<file path="config.mk">
export PLATFORM = sky130hd
export DESIGN_NAME = pipe_stall_ctrl
export DESIGN_NICKNAME = d
export VERILOG_FILES = /design/src/rtl/cpu_types_pkg.sv /design/src/rtl/load_use_detect.sv /design/src/rtl/pipe_stall_ctrl.sv
export SDC_FILE = /design/constraint.sdc
export NUM_CORES = 1
export LEC_CHECK = 0
export CORE_UTILIZATION = 33
export DETAILED_ROUTE_END_ITERATION = 16
export PLACE_DENSITY = 0.92
export SETUP_SLACK_MARGIN = 0.5
export SLEW_MARGIN = 30
export SYNTH_ARGS = -nofsm -noshare
export SYNTH_HDL_FRONTEND = slang
export SYNTH_SLANG_ARGS = --single-unit
export TNS_END_PERCENT = 100
</file>
<file path="constraint.sdc">
create_clock -name CLK -period 4.6 [get_ports CLK]
set_input_delay 1.38 -clock CLK [delete_from_list [all_inputs] [get_ports CLK]]
set_output_delay 1.38 -clock CLK [all_outputs]
set_load 0.03 [all_outputs]
</file>
<file path="src/rtl/cpu_types_pkg.sv">
// Shared CPU types: register index type and pipeline stall controller states.
package cpu_types_pkg;

  localparam int REG_W = 5;

  typedef logic [REG_W-1:0] regbits_t;

  typedef enum logic [1:0] {
    RUN   = 2'd0,
    DWAIT = 2'd1,
    DDONE = 2'd2,
    HALT  = 2'd3
  } stall_state_t;

endpackage

</file>
<file path="src/rtl/load_use_detect.sv">
// Flags a load in EX whose destination is read by the instruction in ID.
module load_use_detect
  import cpu_types_pkg::*;
(
  input  logic     ex_memToReg,
  input  regbits_t ex_rt,
  input  regbits_t id_rs,
  input  regbits_t id_rt,
  input  logic     id_uses_rt,
  output logic     hazard
);

  // $zero never carries a dependency, so a load into it cannot stall.
  assign hazard = ex_memToReg && (ex_rt != '0) &&
                  ((ex_rt == id_rs) || (id_uses_rt && (ex_rt == id_rt)));

endmodule

</file>
<file path="src/rtl/pipe_stall_ctrl.sv">
// Pipeline stall/flush controller for the 5-stage datapath.
// Optional macro STALL_PERF_EN adds cycle, stall and flush performance counters.
//
// state | meaning
// RUN   | normal flow; no data access outstanding
// DWAIT | data access issued, waiting for dhit; pipeline frozen
// DDONE | data access completed, waiting for ihit; mem_done masks reissue
// HALT  | halt retired; pipeline stopped until reset
module pipe_stall_ctrl
  import cpu_types_pkg::*;
#(
  parameter int PERF_W = 32
) (
  input  logic              CLK,
  input  logic              nRST,
  input  logic              ihit,
  input  logic              dhit,
  input  logic              mem_dREN,
  input  logic              mem_dWEN,
  input  logic              ex_memToReg,
  input  regbits_t          ex_rt,
  input  regbits_t          id_rs,
  input  regbits_t          id_rt,
  input  logic              id_uses_rt,
  input  logic              id_jmp,
  input  logic              mem_branch_taken,
  input  logic              wb_halt,
  output logic              pc_en,
  output logic              ifid_en,
  output logic              idex_en,
  output logic              exmem_en,
  output logic              memwb_en,
  output logic              ifid_flush,
  output logic              idex_flush,
  output logic              exmem_flush,
  output logic              memwb_flush,
  output logic              mem_done,
  output logic              halted
`ifdef STALL_PERF_EN
  ,
  output logic [PERF_W-1:0] cyc_cnt,
  output logic [PERF_W-1:0] stall_cnt,
  output logic [PERF_W-1:0] flush_cnt
`endif
);

  stall_state_t state;
  logic mem_req, data_ok, adv, hazard;

  load_use_detect u_lud (
    .ex_memToReg (ex_memToReg),
    .ex_rt       (ex_rt),
    .id_rs       (id_rs),
    .id_rt       (id_rt),
    .id_uses_rt  (id_uses_rt),
    .hazard      (hazard)
  );

  assign mem_req = mem_dREN | mem_dWEN;
  assign data_ok = (state == DDONE) | !mem_req | dhit;
  assign adv     = ihit & data_ok & (state != HALT) & !wb_halt;

  assign mem_done = nRST & (state == DDONE);
  assign halted   = nRST & (state == HALT);

  always_comb begin
    pc_en       = 1'b0;
    ifid_en     = 1'b0;
    idex_en     = 1'b0;
    exmem_en    = 1'b0;
    memwb_en    = 1'b0;
    ifid_flush  = 1'b0;
    idex_flush  = 1'b0;
    exmem_flush = 1'b0;
    memwb_flush = 1'b0;
    if (!nRST) begin
      ifid_flush  = 1'b1;
      idex_flush  = 1'b1;
      exmem_flush = 1'b1;
      memwb_flush = 1'b1;
    end else if (adv) begin
      pc_en    = 1'b1;
      ifid_en  = 1'b1;
      idex_en  = 1'b1;
      exmem_en = 1'b1;
      memwb_en = 1'b1;
      if (mem_branch_taken) begin
        ifid_flush  = 1'b1;
        idex_flush  = 1'b1;
        exmem_flush = 1'b1;
      end else if (hazard) begin
        // hold PC and IF/ID, inject a bubble into ID/EX
        pc_en      = 1'b0;
        ifid_en    = 1'b0;
        idex_flush = 1'b1;
      end else if (id_jmp) begin
        ifid_flush = 1'b1;
      end
    end
  end

  always_ff @(posedge CLK) begin
    if (!nRST) begin
      state <= RUN;
    end else if (state != HALT && wb_halt) begin
      state <= HALT;
    end else begin
      case (state)
        RUN: begin
          if (mem_req && !dhit)      state <= DWAIT;
          else if (mem_req && !ihit) state <= DDONE;
        end
        DWAIT: begin
          if (dhit && ihit)  state <= RUN;
          else if (dhit)     state <= DDONE;
        end
        DDONE: begin
          if (ihit) state <= RUN;
        end
        default: state <= HALT;
      endcase
    end
  end

`ifdef STALL_PERF_EN
  always_ff @(posedge CLK) begin
    if (!nRST) begin
      cyc_cnt   <= '0;
      stall_cnt <= '0;
      flush_cnt <= '0;
    end else if (state != HALT) begin
      cyc_cnt <= cyc_cnt + PERF_W'(1);
      if (!adv || (!mem_branch_taken && hazard))
        stall_cnt <= stall_cnt + PERF_W'(1);
      if (adv && (mem_branch_taken || (!hazard && id_jmp)))
        flush_cnt <= flush_cnt + PERF_W'(1);
    end
  end
`endif

endmodule

</file>
==> impl_metrics.py <==
metrics = {
    "timing": {
        "fin_crit_sh_pct": 89.54,
        "fin_skew_ns": 0.002437,
        "hold_violations": 0,
        "tightest_slew_ns": 0.3923,
        "rsz0062_at_grt": "yes",
        "setup_tns_ns": 0,
        "setup_ws_ns": 0.4813,
        "relSlewSlack_pct": 73.85,
        "setup_viol": 0,
        "max_freq_mhz": 242.8,
        "drv_slew": 0,
        "min_period_ns": 4.119,
    },
    "placed_design": {
        "pre_cts_slack_ns": -0.1045,
        "portBuffers": 36,
        "hpwl_um": 1177,
        "place_congestion": 0.7500,
        "placedCellCount": 112,
        "dpl_cell_area_um2": 858.3,
    },
    "power": {
        "power_density_mw_per_mm2": 182.5,
        "ir_drop_uv": 143.1,
        "p_leak_nw": 0.4461,
        "total_power_w": 0.0001678,
    },
    "route": {
        "drc_errors": 0,
        "ant_nets": 0,
        "vias_per_cell": 4.908,
        "drt-total-wl_um": 1489,
        "dr.pass1.iters": 4,
        "routedWlPerCell_um": 12.51,
        "vias": 584,
        "dr.first_iter.drc_count": 9,
    },
    "cts": {
        "h-tree-depth": 1,
        "clock_path_buffers": 2,
        "cts_inserted_buffers": 3,
        "cts_tree": "yes",
        "cts.reportedPaths.clkPinSlew_ns": 0.03,
        "cts.sinks": 2,
        "cts_root_buf": "clkbuf_4",
        "clk_latency_ns": 0.22,
    },
    "global_route": {
        "first_global_vias": 602,
        "grt_max_degree": 7,
        "grt_first_pass_wirelength_um": 2401,
        "antenna_found_initial": 0,
        "grt.overflow.total": 0,
        "grt.total_usage_pct": 23.90,
    },
    "layout": {
        "n_fill_cell": 88,
        "finalNetCount": 137,
        "final_cells": 119,
        "num_antenna_cells": 0,
        "multi_input_area_um2": 394.1,
        "largest_reg_flops": 2,
        "layout-drive-gt1-share_pct": 33.33,
        "stdcell_area_um2": 919.6,
        "regMostFlops": "state",
        "seqCellArea_um2": 40.04,
        "top_regs": "state x2",
        "area_growth_pct": 107.0,
    },
    "synth": {
        "synth_common_cells": "xnor2_1, inv_1, ha_1, nand2_1, nor2_1",
        "synth_area_um2": 444.2,
        "synth.avg_cell_area_um2": 7.793,
        "synth_top_cell_by_area": "xnor2_1",
        "syn_inst": 57,
        "synth_top_area_share_pct": 19.72,
        "ys.flop_type": "dfxtp_1",
        "ys.warnings.count": 0,
        "synth.most_common_cell": "xnor2_1",
        "yosysUniqueCellTypes": 28,
        "synth_edf_count": 0,
        "synth_fp_nets": 87,
        "seq_area_frac_synth_pct": 9.014,
        "synthTopCellsByArea": "xnor2_1, ha_1, dfxtp_1",
        "postSynth.asyncResetShare_pct": 0,
        "ys_ff_latch": 2,
    },
    "critical_path": {
        "rrSetupSlack_ns": 3.04,
        "path_class": "input port to output port",
        "crit_path_end_kind": "output port",
        "r2r_cells": 5,
        "r2r-end": "state[0]$_SDFFE_PN0P_",
        "crit_path_top_delay_cell": "or4_4",
        "path_cells": "buf_6 > or4_4 > o21ai_4 > buf_6 > nor3_2 > a221oi_2 > buf_4",
        "critPathBufInv": 3,
        "startpoint_type": "input port",
        "required_ns": 3.22,
        "cp_max_fo": 2,
        "cp_top_family": "simple AND/OR/NAND/NOR gates",
        "reg2reg_from": "state[0]$_SDFFE_PN0P_",
        "path_common_cell": "buf_6",
        "max_stage_delay_ns": 0.54,
        "worstPathArrival_ns": 2.74,
    },
    "floorplan": {
        "num_rows": 12,
        "core-area_mm2": 0.001171,
        "num_io_pins": 37,
        "fp.dieW_um": 38.69,
        "fp.dieH_um": 38.69,
        "dieArea_mm2": 0.001497,
        "start_util_pct": 37.93,
    },
    "worst_hold_path": {
        "worstHoldStart": "state[0]$_SDFFE_PN0P_",
        "whs_path_depth": 2,
        "hold_path_class": "register to register",
        "hold_end": "state[0]$_SDFFE_PN0P_",
    },
    "status": {
        "status": "completed",
    },
    "job": {
        "cap_violations": 0,
    },
}
==> power breakdown <==
part / leakage (nW) / switching (W) / internal [W]
Combinational: 0.416 / 0.0000503 / 0.0000552
Clock: 0.0138 / 0.00000983 / 0.0000288
Sequential: 0.0168 / 0.00000319 / 0.0000206
Total: 0.446 / 0.0000633 / 0.000105
==> routing by layer <==
layer / vias up / GRT usage (%) / wire length (um)
met5: - / 0 / 0
met4: 0 / 12.93 / 36
met3: 4 / 1.734 / 77
met2: 26 / 47.92 / 863
met1: 260 / 23.29 / 512
li1: 294 / - / -
==> area by class of cell <==
type,instances,area share (%)
Clock buffer,3,2.449
Inverter,5,2.041
Multi-Input combinational cell,47,42.86
Sequential cell,2,4.354
Tap cell,14,1.905
Timing Repair Buffer,48,46.39
==> cells by family after synthesis <==
group	count (synthesis)	share of synthesized area, %
xor gates and xnor gates	10	19.72
muxes	2	4.507
DFF	2	9.014
buffers and inverters	8	9.296
AOI/OAI and AO/OA	14	25.35
adders and majority gates	4	11.27
and+or+nand+nor	17	20.84
==> tightest hold or removal path, delay by kind of cell (launching register included) <==
kind | cells | cell delay [ns]
flip-flops | 1 | 0.33
AO/OA/AOI/OAI | 1 | 0.08
multiplexers | 1 | 0.13
==> what timing repair did <==
item / CTS / global route
buffers inserted: 4 / 0
hold endpoints to repair: 0 / 0
resized for setup: 55 / 4
setup endpoints to repair: 11 / 4
pin swaps: 7 / 4
hold buffers: 0 / 0
==> metrics by stage <==
step	hold WS, ns	util, %
6_report	0.5999	78.53
2_1_floorplan	0.5499	-
5_1_grt	0.6524	78.53
4_1_cts	0.5989	77.56
3_3_place_gp	0.5739	73.29
3_5_place_dp	0.5948	73.29
==> layout by cell type, fill, tap and decap left out, types with 2 or more instances in the layout <==
master	Yosys	layout
clkdlybuf4s50_1	0	13
buf_4	3	11
xnor2_1	10	10
dlygate4sd2_1	0	9
buf_2	0	6
buf_6	0	6
inv_1	5	5
nand2_1	4	4
ha_1	4	4
clkbuf_4	0	3
dlymetal6s2s_1	0	3
and2_1	2	2
nor2_1	4	2
mux2i_1	2	2
dfxtp_1	2	2
==> worst max-delay path by stage <==
stage | start | end | cells after the start
4_1_cts | ex_rt[2] | ifid_flush | 7
3_3_place_gp | ex_rt[1] | idex_flush | 6
3_5_place_dp | ex_rt[1] | idex_flush | 6
2_1_floorplan | mem_dWEN | pc_en | 5
5_1_grt | ex_rt[2] | ifid_flush | 7
6_report | ex_rt[2] | ifid_flush | 7
No activity file was read; power rests on OpenSTA's default activity.
